<file path="src/rtl/path_delay_sched.sv">
// Inertial output-transition scheduler: applies rise, fall and high-Z delays to a single output.
// Define MINTYPMAX_SEL_EN to add the sel port, which chooses the min, typ or max delay corner.
module path_delay_sched #(
  parameter int T_RISE = 12,
  parameter int T_FALL = 22,
  parameter int T_Z    = 34,
  parameter int CW     = 6
`ifdef MINTYPMAX_SEL_EN
  ,
  parameter int T_RISE_MIN = 12,
  parameter int T_RISE_TYP = 14,
  parameter int T_RISE_MAX = 30,
  parameter int T_FALL_MIN = 16,
  parameter int T_FALL_TYP = 22,
  parameter int T_FALL_MAX = 40,
  parameter int T_Z_MIN    = 22,
  parameter int T_Z_TYP    = 30,
  parameter int T_Z_MAX    = 34
`endif
) (
  input  logic       clk,
  input  logic       rst_n,
  input  logic       d_in,
  input  logic       oe_in,
`ifdef MINTYPMAX_SEL_EN
  input  logic [1:0] sel,
`endif
  output logic       q_out,
  output logic       q_oe,
  output logic       busy
);

  // state     | meaning
  // IDLE      | output matches target, nothing pending
  // RISE_WAIT | counting down to drive 1
  // FALL_WAIT | counting down to drive 0
  // Z_WAIT    | counting down to release (q_oe=0)
  typedef enum logic [1:0] {IDLE, RISE_WAIT, FALL_WAIT, Z_WAIT} state_t;

  // Counter load value: a delay of 0 acts as 1, and delays beyond the counter range saturate.
  function automatic logic [CW-1:0] load_of(input int t);
    int v;
    v = (t < 1) ? 1 : t;
    if (v > (1 << CW) - 1) v = (1 << CW) - 1;
    return CW'(v - 1);
  endfunction

`ifdef MINTYPMAX_SEL_EN
  localparam logic [CW-1:0] LD_RISE_MIN = load_of(T_RISE_MIN);
  localparam logic [CW-1:0] LD_RISE_TYP = load_of(T_RISE_TYP);
  localparam logic [CW-1:0] LD_RISE_MAX = load_of(T_RISE_MAX);
  localparam logic [CW-1:0] LD_FALL_MIN = load_of(T_FALL_MIN);
  localparam logic [CW-1:0] LD_FALL_TYP = load_of(T_FALL_TYP);
  localparam logic [CW-1:0] LD_FALL_MAX = load_of(T_FALL_MAX);
  localparam logic [CW-1:0] LD_Z_MIN    = load_of(T_Z_MIN);
  localparam logic [CW-1:0] LD_Z_TYP    = load_of(T_Z_TYP);
  localparam logic [CW-1:0] LD_Z_MAX    = load_of(T_Z_MAX);

  function automatic logic [CW-1:0] corner(input logic [1:0] s, input logic [CW-1:0] mn,
                                           input logic [CW-1:0] ty, input logic [CW-1:0] mx);
    case (s)
      2'd0:    return mn;
      2'd2:    return mx;
      default: return ty;
    endcase
  endfunction
`else
  localparam logic [CW-1:0] LD_RISE = load_of(T_RISE);
  localparam logic [CW-1:0] LD_FALL = load_of(T_FALL);
  localparam logic [CW-1:0] LD_Z    = load_of(T_Z);
`endif

  state_t        state, state_nx, tgt_state;
  logic [CW-1:0] cnt, cnt_nx, ld_val;
  logic          q_out_nx, q_oe_nx, tgt_match;

  always_ff @(posedge clk or negedge rst_n) begin
    if (!rst_n) begin
      state <= IDLE;
      cnt   <= '0;
      q_out <= 1'b0;
      q_oe  <= 1'b0;
    end else begin
      state <= state_nx;
      cnt   <= cnt_nx;
      q_out <= q_out_nx;
      q_oe  <= q_oe_nx;
    end
  end

  // q_out is a don't-care in the comparison whenever the output is released.
  assign tgt_match = (oe_in == q_oe) && (!oe_in || (d_in == q_out));
  assign tgt_state = !oe_in ? Z_WAIT : (d_in ? RISE_WAIT : FALL_WAIT);

  // sel only reaches the counter through ld_val, so it is sampled only when a wait is loaded.
  always_comb begin
    ld_val = '0;
    case (tgt_state)
`ifdef MINTYPMAX_SEL_EN
      RISE_WAIT: ld_val = corner(sel, LD_RISE_MIN, LD_RISE_TYP, LD_RISE_MAX);
      FALL_WAIT: ld_val = corner(sel, LD_FALL_MIN, LD_FALL_TYP, LD_FALL_MAX);
      default:   ld_val = corner(sel, LD_Z_MIN, LD_Z_TYP, LD_Z_MAX);
`else
      RISE_WAIT: ld_val = LD_RISE;
      FALL_WAIT: ld_val = LD_FALL;
      default:   ld_val = LD_Z;
`endif
    endcase
  end

  always_comb begin
    state_nx = state;
    cnt_nx   = cnt;
    q_out_nx = q_out;
    q_oe_nx  = q_oe;
    busy     = (state != IDLE);
    case (state)
      IDLE: begin
        if (!tgt_match) begin
          state_nx = tgt_state;
          cnt_nx   = ld_val;
        end
      end
      default: begin
        // A target change takes priority over expiry, so it cancels the pending event.
        if (tgt_match) begin
          state_nx = IDLE;
        end else if (tgt_state != state) begin
          state_nx = tgt_state;
          cnt_nx   = ld_val;
        end else if (cnt == '0) begin
          state_nx = IDLE;
          q_oe_nx  = (state != Z_WAIT);
          if (state != Z_WAIT) q_out_nx = (state == RISE_WAIT);
        end else begin
          cnt_nx = cnt - CW'(1);
        end
      end
    endcase
  end

endmodule

</file>
<file path="config.mk">
export PLATFORM = sky130hd
export DESIGN_NAME = path_delay_sched
export DESIGN_NICKNAME = d
export VERILOG_FILES = /design/src/rtl/path_delay_sched.sv
export SDC_FILE = /design/constraint.sdc
export NUM_CORES = 1
export LEC_CHECK = 0
export ABC_AREA = 1
export ABC_CLOCK_PERIOD_IN_PS = 4100
export CORE_MARGIN = 2
export CORE_UTILIZATION = 55
export DETAILED_ROUTE_END_ITERATION = 10
export GPL_ROUTABILITY_DRIVEN = 0
export HOLD_SLACK_MARGIN = 0.05
export MAX_ROUTING_LAYER = met4
export PLACE_DENSITY = 0.73
export RECOVER_POWER = 100
export SYNTH_ARGS = -nofsm -noshare
export SYNTH_HDL_FRONTEND = slang
export SYNTH_SLANG_ARGS = --single-unit
export TNS_END_PERCENT = 100
</file>
<file path="constraint.sdc">
create_clock -name clk -period 4.1 [get_ports clk]
set_input_delay 0.615 -clock clk [delete_from_list [all_inputs] [get_ports clk]]
set_output_delay 0.615 -clock clk [all_outputs]
set_load 0.01 [all_outputs]
</file>
==> run_results.csv, run 1 <==
group,metric,value,unit
cts,cts_tree,"done",
sta,drv_slew,0,
die,die_h,41.5,um
synth,avgSynthCellArea,7.17,um^2
setup_path,reg2reg_from,"cnt[0]",
setup_path,path_class,"input port to flop",
die,ioPinCount,7,
power_and_ir_drop,ir_worst_vdd,388,uV
sta,tns,0,ns
power_and_ir_drop,clkPwrFrac,10.2,%
cts,cts_root_buf,"clkbuf_4",
die,die_x,41.5,um
power_and_ir_drop,switching_share,49.6,%
power_and_ir_drop,comb_power_share,58.0,%
setup_path,cp.arrival,2.32,ns
die,num_rows,13,
power_and_ir_drop,leakage,0.453,nW
sta,tightest_slew,0.441,ns
sta,hold_violations,0,
cts,cts_setup_buffers,0,
global_route,track_usage,19.0,%
global_route,grt_max_degree,11,
synth,synth_area,774,um^2
cts,cts-resized-gates,0,
sta,final.period_utilization,52.9,%
setup_path,r2r_slack,2.51,ns
cts,htreeDepth,1,
drt,drcViolationCount,0,
setup_path,rr_endpoint,"cnt[5]",
global_route,grt_pass1_wl,2.44,mm
power_and_ir_drop,powerDensity,721,mW/mm^2
cells_and_area,layout.nets,124,
synth,synth_seq_cells,10,
placed_design,hpwl,1.10,mm
hold_path,hold_path_end,"cnt[0]",
cells_and_area,stdcell_count,131,
cells_and_area,drive_gt1_share,13.8,%
global_route,antenna_found_initial,0,
synth,ys_types,23,
sta,setup_violations,0,
hold_path,min_from,"cnt[0]",
cts,cts_buffer_depth,2,
synth,synth_fp_nets,114,
die,initial_utilization,59.5,%
synth,ys_seq_area_share,32.3,%
sta,fmax,461,MHz
global_route,grt_overflow,0,
setup_path,cp_max_fo,7,
power_and_ir_drop,p_seq_share,31.8,%
cts,numCtsBuffers,3,
job,drv_cap,0,
setup_path,crit_required,4.25,ns
cts,cts.sink_count,10,
setup_path,crit_path_start_kind,"input port",
placed_design,io_buffer_count,6,
cts,clkTransAtPathRegs,0.06,ns
sta,rsz0062_at_grt,"no",
drt,routed_wirelength,1.39,mm
die,dieArea,0.00172,mm^2
cts,clk_latency,0.25,ns
hold_path,min_path_cells,2,
die,core,0.00130,mm^2
drt,ant_nets,0,
hold_path,hold_class,"flop to flop",
placed_design,post-place-cells,128,
cts,hold_buffers,0,
sta,hold_slack,0.509,ns
drt,via_per_inst,5.13,
drt,avgRoutedWirePerCell,10.6,um
cells_and_area,n_antenna_cell,0,
sta,max-slew-margin-rel,70.5,%
setup_path,worstRegToRegCells,9,
power_and_ir_drop,internal_power,305,uW
sta,period_needed,2.17,ns
global_route,grt_pass1_vias,581,
drt,num_vias,672,
power_and_ir_drop,p_sw,300,uW
drt,drt_iter0_drc,28,
drt,dr.pass1.iters,4,
setup_path,crit_path_end_kind,"flop",
synth,yosysWarnings,0,
sta,fin_skew,0.00510,ns
synth,netlist_instances,108,
cells_and_area,syn2layout_area_growth,8.40,%
outcome,status,"complete, no violations",
final cells by class:
| cell class | instances | area, um^2 |
|---|---|---|
| flip-flops and latches | 10 | 250 |
| repair buffers | 6 | 60.1 |
| clock buffers | 3 | 22.5 |
| fillers | 114 | 462 |
| multi-input cells | 82 | 432 |
| well taps | 15 | 18.8 |
| inverters | 15 | 56.3 |
per-stage QoR:
stage / instance area [um^2] / power (mW) / util (%) / setup slack [ns]
6_report: 840 / 0.605 / 64.5 / 1.93
5_1_grt: 840 / 0.671 / 64.5 / 1.71
2_1_floorplan: 774 / 0.475 / - / 2.70
4_1_cts: 865 / 0.630 / 66.4 / 2.09
3_5_place_dp: 842 / 0.565 / 64.7 / 2.00
3_3_place_gp: 842 / 0.562 / 64.7 / 2.03
cells in the mapped netlist:
| master | count | share of area, % |
|---|---|---|
| nand2_1 | 48 | 23 |
| inv_1 | 11 | 5.3 |
| dfrtp_1 | 10 | 32 |
| nand4_1 | 5 | 4.0 |
| o21ai_0 | 5 | 3.2 |
| nand2_2 | 4 | 3.2 |
| inv_2 | 3 | 1.5 |
| nand3_1 | 3 | 1.9 |
| ha_1 | 2 | 3.2 |
| nor2_1 | 2 | 0.97 |
| nor2_2 | 2 | 1.6 |
| nor2_4 | 2 | 2.9 |
| buf_6 | 1 | 1.5 |
| clkinv_1 | 1 | 0.48 |
| nand2_4 | 1 | 1.5 |
| nand3_2 | 1 | 1.3 |
| nand3_4 | 1 | 2.3 |
| nand3b_1 | 1 | 0.97 |
| nor2_8 | 1 | 2.6 |
| o21ai_1 | 1 | 0.65 |
| o21ai_4 | 1 | 2.1 |
| xnor2_1 | 1 | 1.1 |
| xnor2_2 | 1 | 2.1 |
worst max-delay path: stages:
cell           delay, ns
dlygate4sd3_1       0.71
nand2_1             0.13
nand2_1             0.11
nand3_1             0.24
nor2_1              0.24
nor2_1              0.14
nand2_1             0.09
nand2_1             0.05
state kept, by name, summed over array words and instances (netlist names):
signal and count:
cnt 6, q_out 1, state 2, q_oe 1
how the worst max path moves through the flow:
stage	start	to	slack, ns
floorplan	oe_in	q_out	2.70
global placement	oe_in	q_out	2.03
detailed placement	oe_in	q_out	2.00
CTS	state[1]	busy	2.09
global route	oe_in	cnt[4]	1.71
finish	oe_in	cnt[5]	1.93
placed cells by master, fill, tap and decap left out, drive strengths merged, types with 2 or more instances in the layout:
cell and instances:
nand2 53, inv 14, dfrtp 10, o21ai 7
nor2 7, nand4 5, dlygate4sd3 5, nand3 5
clkbuf 3, ha 2, xnor2 2
power groups by stage:
stage	clock (mW)	sequential (mW)	combinational [mW]
floorplan	0	0.185	0.290
finish	0.0619	0.193	0.351
global placement	0	0.193	0.369
CTS	0.0655	0.192	0.373
global route	0.0698	0.200	0.401
detailed placement	0	0.193	0.372
per-layer routing:
layer,GRT usage (%),vias up,part of all wire (%)
met5,-,-,0
met4,9.68,0,0
met3,1.30,0,1.9
met2,24.1,12,42
met1,29.7,309,56
li1,-,351,-
cell families after synthesis:
kind of cell / synth area share, %
AO/OA/AOI/OAI: 5.98
buffers and inverters: 8.72
flip-flops: 32.3
adder cells (fa/ha/maj): 3.23
XOR/XNOR: 3.23
AND/OR/NAND/NOR: 46.5
Power figures use the tool's default switching activity.
==> run 2: changes to the inputs <==
--- a/config.mk
+++ b/config.mk
@@ -6,7 +6,7 @@
 export NUM_CORES = 1
 export LEC_CHECK = 0
 export ABC_AREA = 1
-export ABC_CLOCK_PERIOD_IN_PS = 4100
+export ABC_CLOCK_PERIOD_IN_PS = 2200
 export CORE_MARGIN = 2
 export CORE_UTILIZATION = 55
 export DETAILED_ROUTE_END_ITERATION = 10
==> constraint.sdc (replaced) <==
create_clock -name clk -period 2.2 [get_ports clk]
set_input_delay 0.33 -clock clk [delete_from_list [all_inputs] [get_ports clk]]
set_output_delay 0.33 -clock clk [all_outputs]
set_load 0.01 [all_outputs]
==> run 2 against run 1 <==
Worst hold slack lost 0.057 ns. Final area grew 1.2%. First-iteration DRC count shrank 21%. Critical path depth shrank 5. Setup slack lost 1.5 ns. Largest cell class unchanged. Highest routed layer unchanged.
==> run_results.csv, run 2 (synthesis results as in run 1) <==
group,metric,value,unit
placed_design,hpwl,1.10,mm
sta,setup_ws,0.398,ns
sta,setup_violations,0,
cells_and_area,final_common_cell,"nand2_1",
sta,tns,0,ns
power_and_ir_drop,powerDensity,1340,mW/mm^2
cells_and_area,layout.nets,124,
global_route,grt_max_degree,11,
drt,avgRoutedWirePerCell,10.5,um
sta,period_needed,1.80,ns
global_route,antenna_found_initial,0,
sta,max-slew-margin-rel,70.6,%
cells_and_area,drive_gt1_share,15.5,%
job,drv_cap,0,
sta,fmax,555,MHz
sta,final.period_utilization,81.9,%
sta,drv_slew,0,
cells_and_area,reg_top3,"cnt (6), state (2)",
cells_and_area,top_register,"cnt",
placed_design,io_buffer_count,6,
global_route,grt_pass1_wl,2.44,mm
power_and_ir_drop,ir_worst_vdd,732,uV
die,num_rows,13,
die,initial_utilization,59.5,%
cells_and_area,syn2layout_area_growth,9.69,%
drt,via_per_inst,5.06,
cts,htreeDepth,1,
power_and_ir_drop,leakage,0.453,nW
power_and_ir_drop,p_seq_share,31.5,%
setup_path,crit_required,1.87,ns
cells_and_area,fin_util,65.3,%
cells_and_area,largest_reg_flops,6,
global_route,grt_pass1_vias,581,
die,die_h,41.5,um
die,dieArea,0.00172,mm^2
cts,cts-resized-gates,0,
die,ioPinCount,7,
hold_path,hold_class,"input port to asynchronous set/reset pin",
setup_path,cp.arrival,1.47,ns
global_route,track_usage,19.0,%
sta,hold_violations,0,
sta,rsz0062_at_grt,"no",
cts,clkTransAtPathRegs,0.06,ns
sta,fin_skew,0.00564,ns
setup_path,path_class,"flop to output port",
cts,cts_tree,"done",
drt,drcViolationCount,0,
cts,hold_buffers,0,
die,core,0.00130,mm^2
drt,num_vias,663,
drt,drt_iter0_drc,22,
power_and_ir_drop,p_sw,566,uW
global_route,grt_overflow,0,
drt,routed_wirelength,1.37,mm
drt,ant_nets,0,
setup_path,cp_max_fo,5,
cts,numCtsBuffers,3,
setup_path,crit_path_start_kind,"flop",
cells_and_area,n_antenna_cell,0,
cts,cts.sink_count,10,
sta,hold_slack,0.452,ns
setup_path,crit_path_end_kind,"output port",
power_and_ir_drop,clkPwrFrac,10.2,%
drt,dr.pass1.iters,4,
power_and_ir_drop,switching_share,49.7,%
cells_and_area,filler_cell_count,111,
power_and_ir_drop,comb_power_share,58.3,%
die,die_x,41.5,um
power_and_ir_drop,internal_power,573,uW
cells_and_area,layout_common_cells,"49 x nand2_1, 11 x inv_1, 10 x dfrtp_1",
placed_design,place_ws,0.383,ns
cts,clk_latency,0.25,ns
cts,cts_root_buf,"clkbuf_4",
cts,cts_setup_buffers,0,
sta,tightest_slew,0.440,ns
cts,cts_buffer_depth,2,
outcome,status,"complete, no violations",
-- run 2: cell counts in the layout (fill, tap and decap cells not counted) --
Identical to the previous run, type by type.
-- run 2: layout make-up --
class | instances | area [um^2] | area share, %
Timing Repair Buffer | 6 | 60.1 | 7.07
Inverter | 15 | 56.3 | 6.63
Clock buffer | 3 | 22.5 | 2.65
Multi-Input combinational cell | 82 | 442 | 52.0
Tap cell | 15 | 18.8 | 2.21
Sequential cell | 10 | 250 | 29.5
-- run 2: critical path: stages (launching register included) --
cell and delay (ns):
dfrtp_1 0.43, inv_1 0.14, nand2_1 0.06, dlygate4sd3_1 0.59
-- run 2: final timing paths --
path                          start     end  slack (ns)  depth (start not counted)
min reg2reg                  cnt[0]  cnt[0]        0.51                          2
min                           rst_n  cnt[1]        0.45                          1
max reg2reg                  cnt[0]  cnt[5]        0.73                          9
max in group asynchronous     rst_n    q_oe        1.44                          1
max                        state[1]    busy        0.40                          3
min in group clk             cnt[0]  cnt[0]        0.51                          2
-- run 2: layer usage --
metal / track usage [%] / up-vias / routed length (um)
met1: 29.7 / 301 / 770
li1: - / 351 / -
met4: 9.68 / 0 / 0
met3: 1.30 / 0 / 33
met5: - / - / 0
met2: 24.1 / 11 / 568
-- run 2: per-stage QoR --
step	area [um^2]	std cells	total power, mW
2_1_floorplan	774	108	0.885
3_3_place_gp	842	128	1.05
3_5_place_dp	842	128	1.05
4_1_cts	865	131	1.17
5_1_grt	850	131	1.26
6_report	850	131	1.14
-- run 2: power groups by stage --
stage / Sequential, mW / Clock [mW] / Combinational [mW]
2_1_floorplan: 0.345 / 0 / 0.540
3_3_place_gp: 0.359 / 0 / 0.688
3_5_place_dp: 0.359 / 0 / 0.693
4_1_cts: 0.357 / 0.122 / 0.696
5_1_grt: 0.373 / 0.130 / 0.762
6_report: 0.359 / 0.116 / 0.664
==> run 3: changes to the inputs <==
--- a/config.mk
+++ b/config.mk
@@ -6,14 +6,14 @@
 export NUM_CORES = 1
 export LEC_CHECK = 0
 export ABC_AREA = 1
-export ABC_CLOCK_PERIOD_IN_PS = 2200
+export ABC_CLOCK_PERIOD_IN_PS = 1600
 export CORE_MARGIN = 2
-export CORE_UTILIZATION = 55
+export CORE_UTILIZATION = 49
 export DETAILED_ROUTE_END_ITERATION = 10
 export GPL_ROUTABILITY_DRIVEN = 0
 export HOLD_SLACK_MARGIN = 0.05
 export MAX_ROUTING_LAYER = met4
-export PLACE_DENSITY = 0.73
+export PLACE_DENSITY = 0.68
 export RECOVER_POWER = 100
 export SYNTH_ARGS = -nofsm -noshare
 export SYNTH_HDL_FRONTEND = slang
==> constraint.sdc (replaced) <==
create_clock -name clk -period 1.6 [get_ports clk]
set_input_delay 0.24 -clock clk [delete_from_list [all_inputs] [get_ports clk]]
set_output_delay 0.24 -clock clk [all_outputs]
set_load 0.01 [all_outputs]
==> run 3 against run 2 <==
Cell count grew 4.6%. Wire length grew 4.9%. Sequential power grew 34%. First-iteration DRC count shrank 64%. Sequential cell count is the same. Worst hold slack lost 0.097 ns. Core utilization shrank 4.5 points. Combinational power grew 55%. Largest cell class unchanged.
==> run_results.csv, run 3 (synthesis results as in run 1) <==
group,metric,value,unit
setup_path,path_class,"flop to output port",
setup_path,crit_required,1.36,ns
cells_and_area,syn2layout_area_growth,16.8,%
setup_path,reg2reg_from,"cnt[0]",
die,die_h,43.8,um
power_and_ir_drop,p_seq_share,28.7,%
drt,avgRoutedWirePerCell,10.5,um
setup_path,critical_path.startpoint,"q_oe",
power_and_ir_drop,switching_share,48.3,%
sta,drv_slew,0,
drt,ant_nets,0,
cells_and_area,layout.nets,129,
cells_and_area,n_antenna_cell,0,
setup_path,rr_endpoint,"cnt[5]",
sta,tightest_slew,0.424,ns
setup_path,crit_end,"q_oe",
power_and_ir_drop,p_sw,806,uW
setup_path,slowest_delay,0.62,ns
die,dieArea,0.00191,mm^2
sta,tns,0,ns
cts,cts.sink_count,10,
drt,drcViolationCount,0,
cells_and_area,drive_gt1_share,21.5,%
placed_design,hpwl,1.21,mm
cells_and_area,top_register,"cnt",
power_and_ir_drop,leakage,0.479,nW
cells_and_area,largest_reg_flops,6,
power_and_ir_drop,total_power,1.67,mW
global_route,track_usage,20.2,%
outcome,status,"complete, no violations",
sta,fmax,659,MHz
setup_path,path_cells,"dlygate4sd3_1",
sta,max-slew-margin-rel,71.6,%
power_and_ir_drop,ir_worst_vdd,1170,uV
setup_path,cp_max_fo,3,
job,drv_cap,0,
die,die_x,43.8,um
cts,clkTransAtPathRegs,0.06,ns
power_and_ir_drop,internal_power,863,uW
drt,met2_length,624,um
setup_path,cp.arrival,1.28,ns
sta,hold_violations,0,
drt,routed_wirelength,1.44,mm
drt,dr.pass1.iters,4,
setup_path,crit_path_end_kind,"output port",
die,core,0.00149,mm^2
hold_path,hold_class,"input port to asynchronous set/reset pin",
cts,htreeDepth,1,
cts,cts_tree,"done",
cts,cts_buffer_depth,2,
cells_and_area,reg_top3,"cnt (6), state (2)",
drt,wl_met3,58,um
setup_path,worstRegToRegCells,9,
cts,hold_buffers,0,
sta,fin_skew,0.00694,ns
die,ioPinCount,7,
setup_path,r2r_slack,0.14,ns
drt,met1Wirelength,749,um
cts,cts_root_buf,"clkbuf_4",
sta,period_needed,1.52,ns
cells_and_area,layout_common_cells,"48 x nand2_1, 11 x inv_1, 9 x dfrtp_1",
drt,via_per_inst,4.87,
sta,rsz0062_at_grt,"no",
placed_design,io_buffer_count,6,
drt,top_layer,"met4",
global_route,antenna_found_initial,0,
die,initial_utilization,52.0,%
global_route,grt_overflow,0,
cells_and_area,final_common_cell,"nand2_1",
power_and_ir_drop,comb_power_share,61.9,%
power_and_ir_drop,powerDensity,1840,mW/mm^2
setup_path,crit_family,"buffers and inverters",
die,num_rows,14,
cts,clk_latency,0.25,ns
drt,drt_iter0_drc,8,
setup_path,crit_path_start_kind,"flop",
cells_and_area,filler_cell_count,137,
sta,setup_violations,0,
global_route,grt_max_degree,11,
global_route,grt_pass1_wl,2.75,mm
setup_path,crit_buf_inv,1,
global_route,grt_pass1_vias,693,
setup_path,path_depth,1,
drt,num_vias,667,
cts,numCtsBuffers,3,
setup_path,slowest_stage,"dlygate4sd3_1",
power_and_ir_drop,clkPwrFrac,9.4,%
sta,final.period_utilization,94.8,%
## run 3: metrics by stage
| stage | hold WS (ns) | std cells | setup WS (ns) | utilization [%] | area [um^2] |
|---|---|---|---|---|---|
| finish | 0.354 | 137 | 0.0836 | 60.8 | 905 |
| global route | 0.405 | 137 | 0.0239 | 60.8 | 905 |
| CTS | 0.290 | 135 | 0.000704 | 59.7 | 890 |
| detailed placement | 0.501 | 131 | -0.0348 | 57.6 | 858 |
| global placement | 0.501 | 131 | 0.0166 | 57.6 | 858 |
| floorplan | -0.0556 | 108 | 0.298 | - | 774 |
## run 3: power by group through the flow
stage / sequential [mW] / combinational, mW / clock [mW]
final: 0.480 / 1.03 / 0.157
after global routing: 0.498 / 1.18 / 0.168
after CTS: 0.483 / 1.02 / 0.168
after detailed placement: 0.498 / 0.981 / 0
after global placement: 0.493 / 0.969 / 0
after floorplan: 0.475 / 0.743 / 0
## run 3: worst min path at each step
stage | to | slack [ns] | start
2_1_floorplan | cnt[0] | -0.06 | rst_n
3_3_place_gp | cnt[0] | 0.50 | cnt[0]
3_5_place_dp | cnt[0] | 0.50 | cnt[0]
4_1_cts | cnt[3] | 0.29 | rst_n
5_1_grt | cnt[1] | 0.40 | rst_n
6_report | cnt[1] | 0.35 | rst_n
## run 3: timing repair
action / 4_1_cts / 5_1_grt
gates resized for setup: 1 / 1
buffers inserted: 1 / 2
cloned: 0 / 0
endpoints found under the setup margin: 1 / 1
endpoints found under the hold margin: 0 / 0
## run 3: cell type report
type                    count  area [um^2]  area share [%]
inverters                  15         56.3            6.22
clock buffers               3         22.5            2.49
well taps                  16         20.0            2.21
repair buffers             11         97.6            10.8
multi-input cells          82          457            50.5
flip-flops and latches     10          251            27.8
## run 3: metal layers
metal  track usage [%]  vias up
met5                 -        -
met4              10.3        0
met3              4.58        2
met2              28.5       10
met1              26.9      293
li1                  -      362
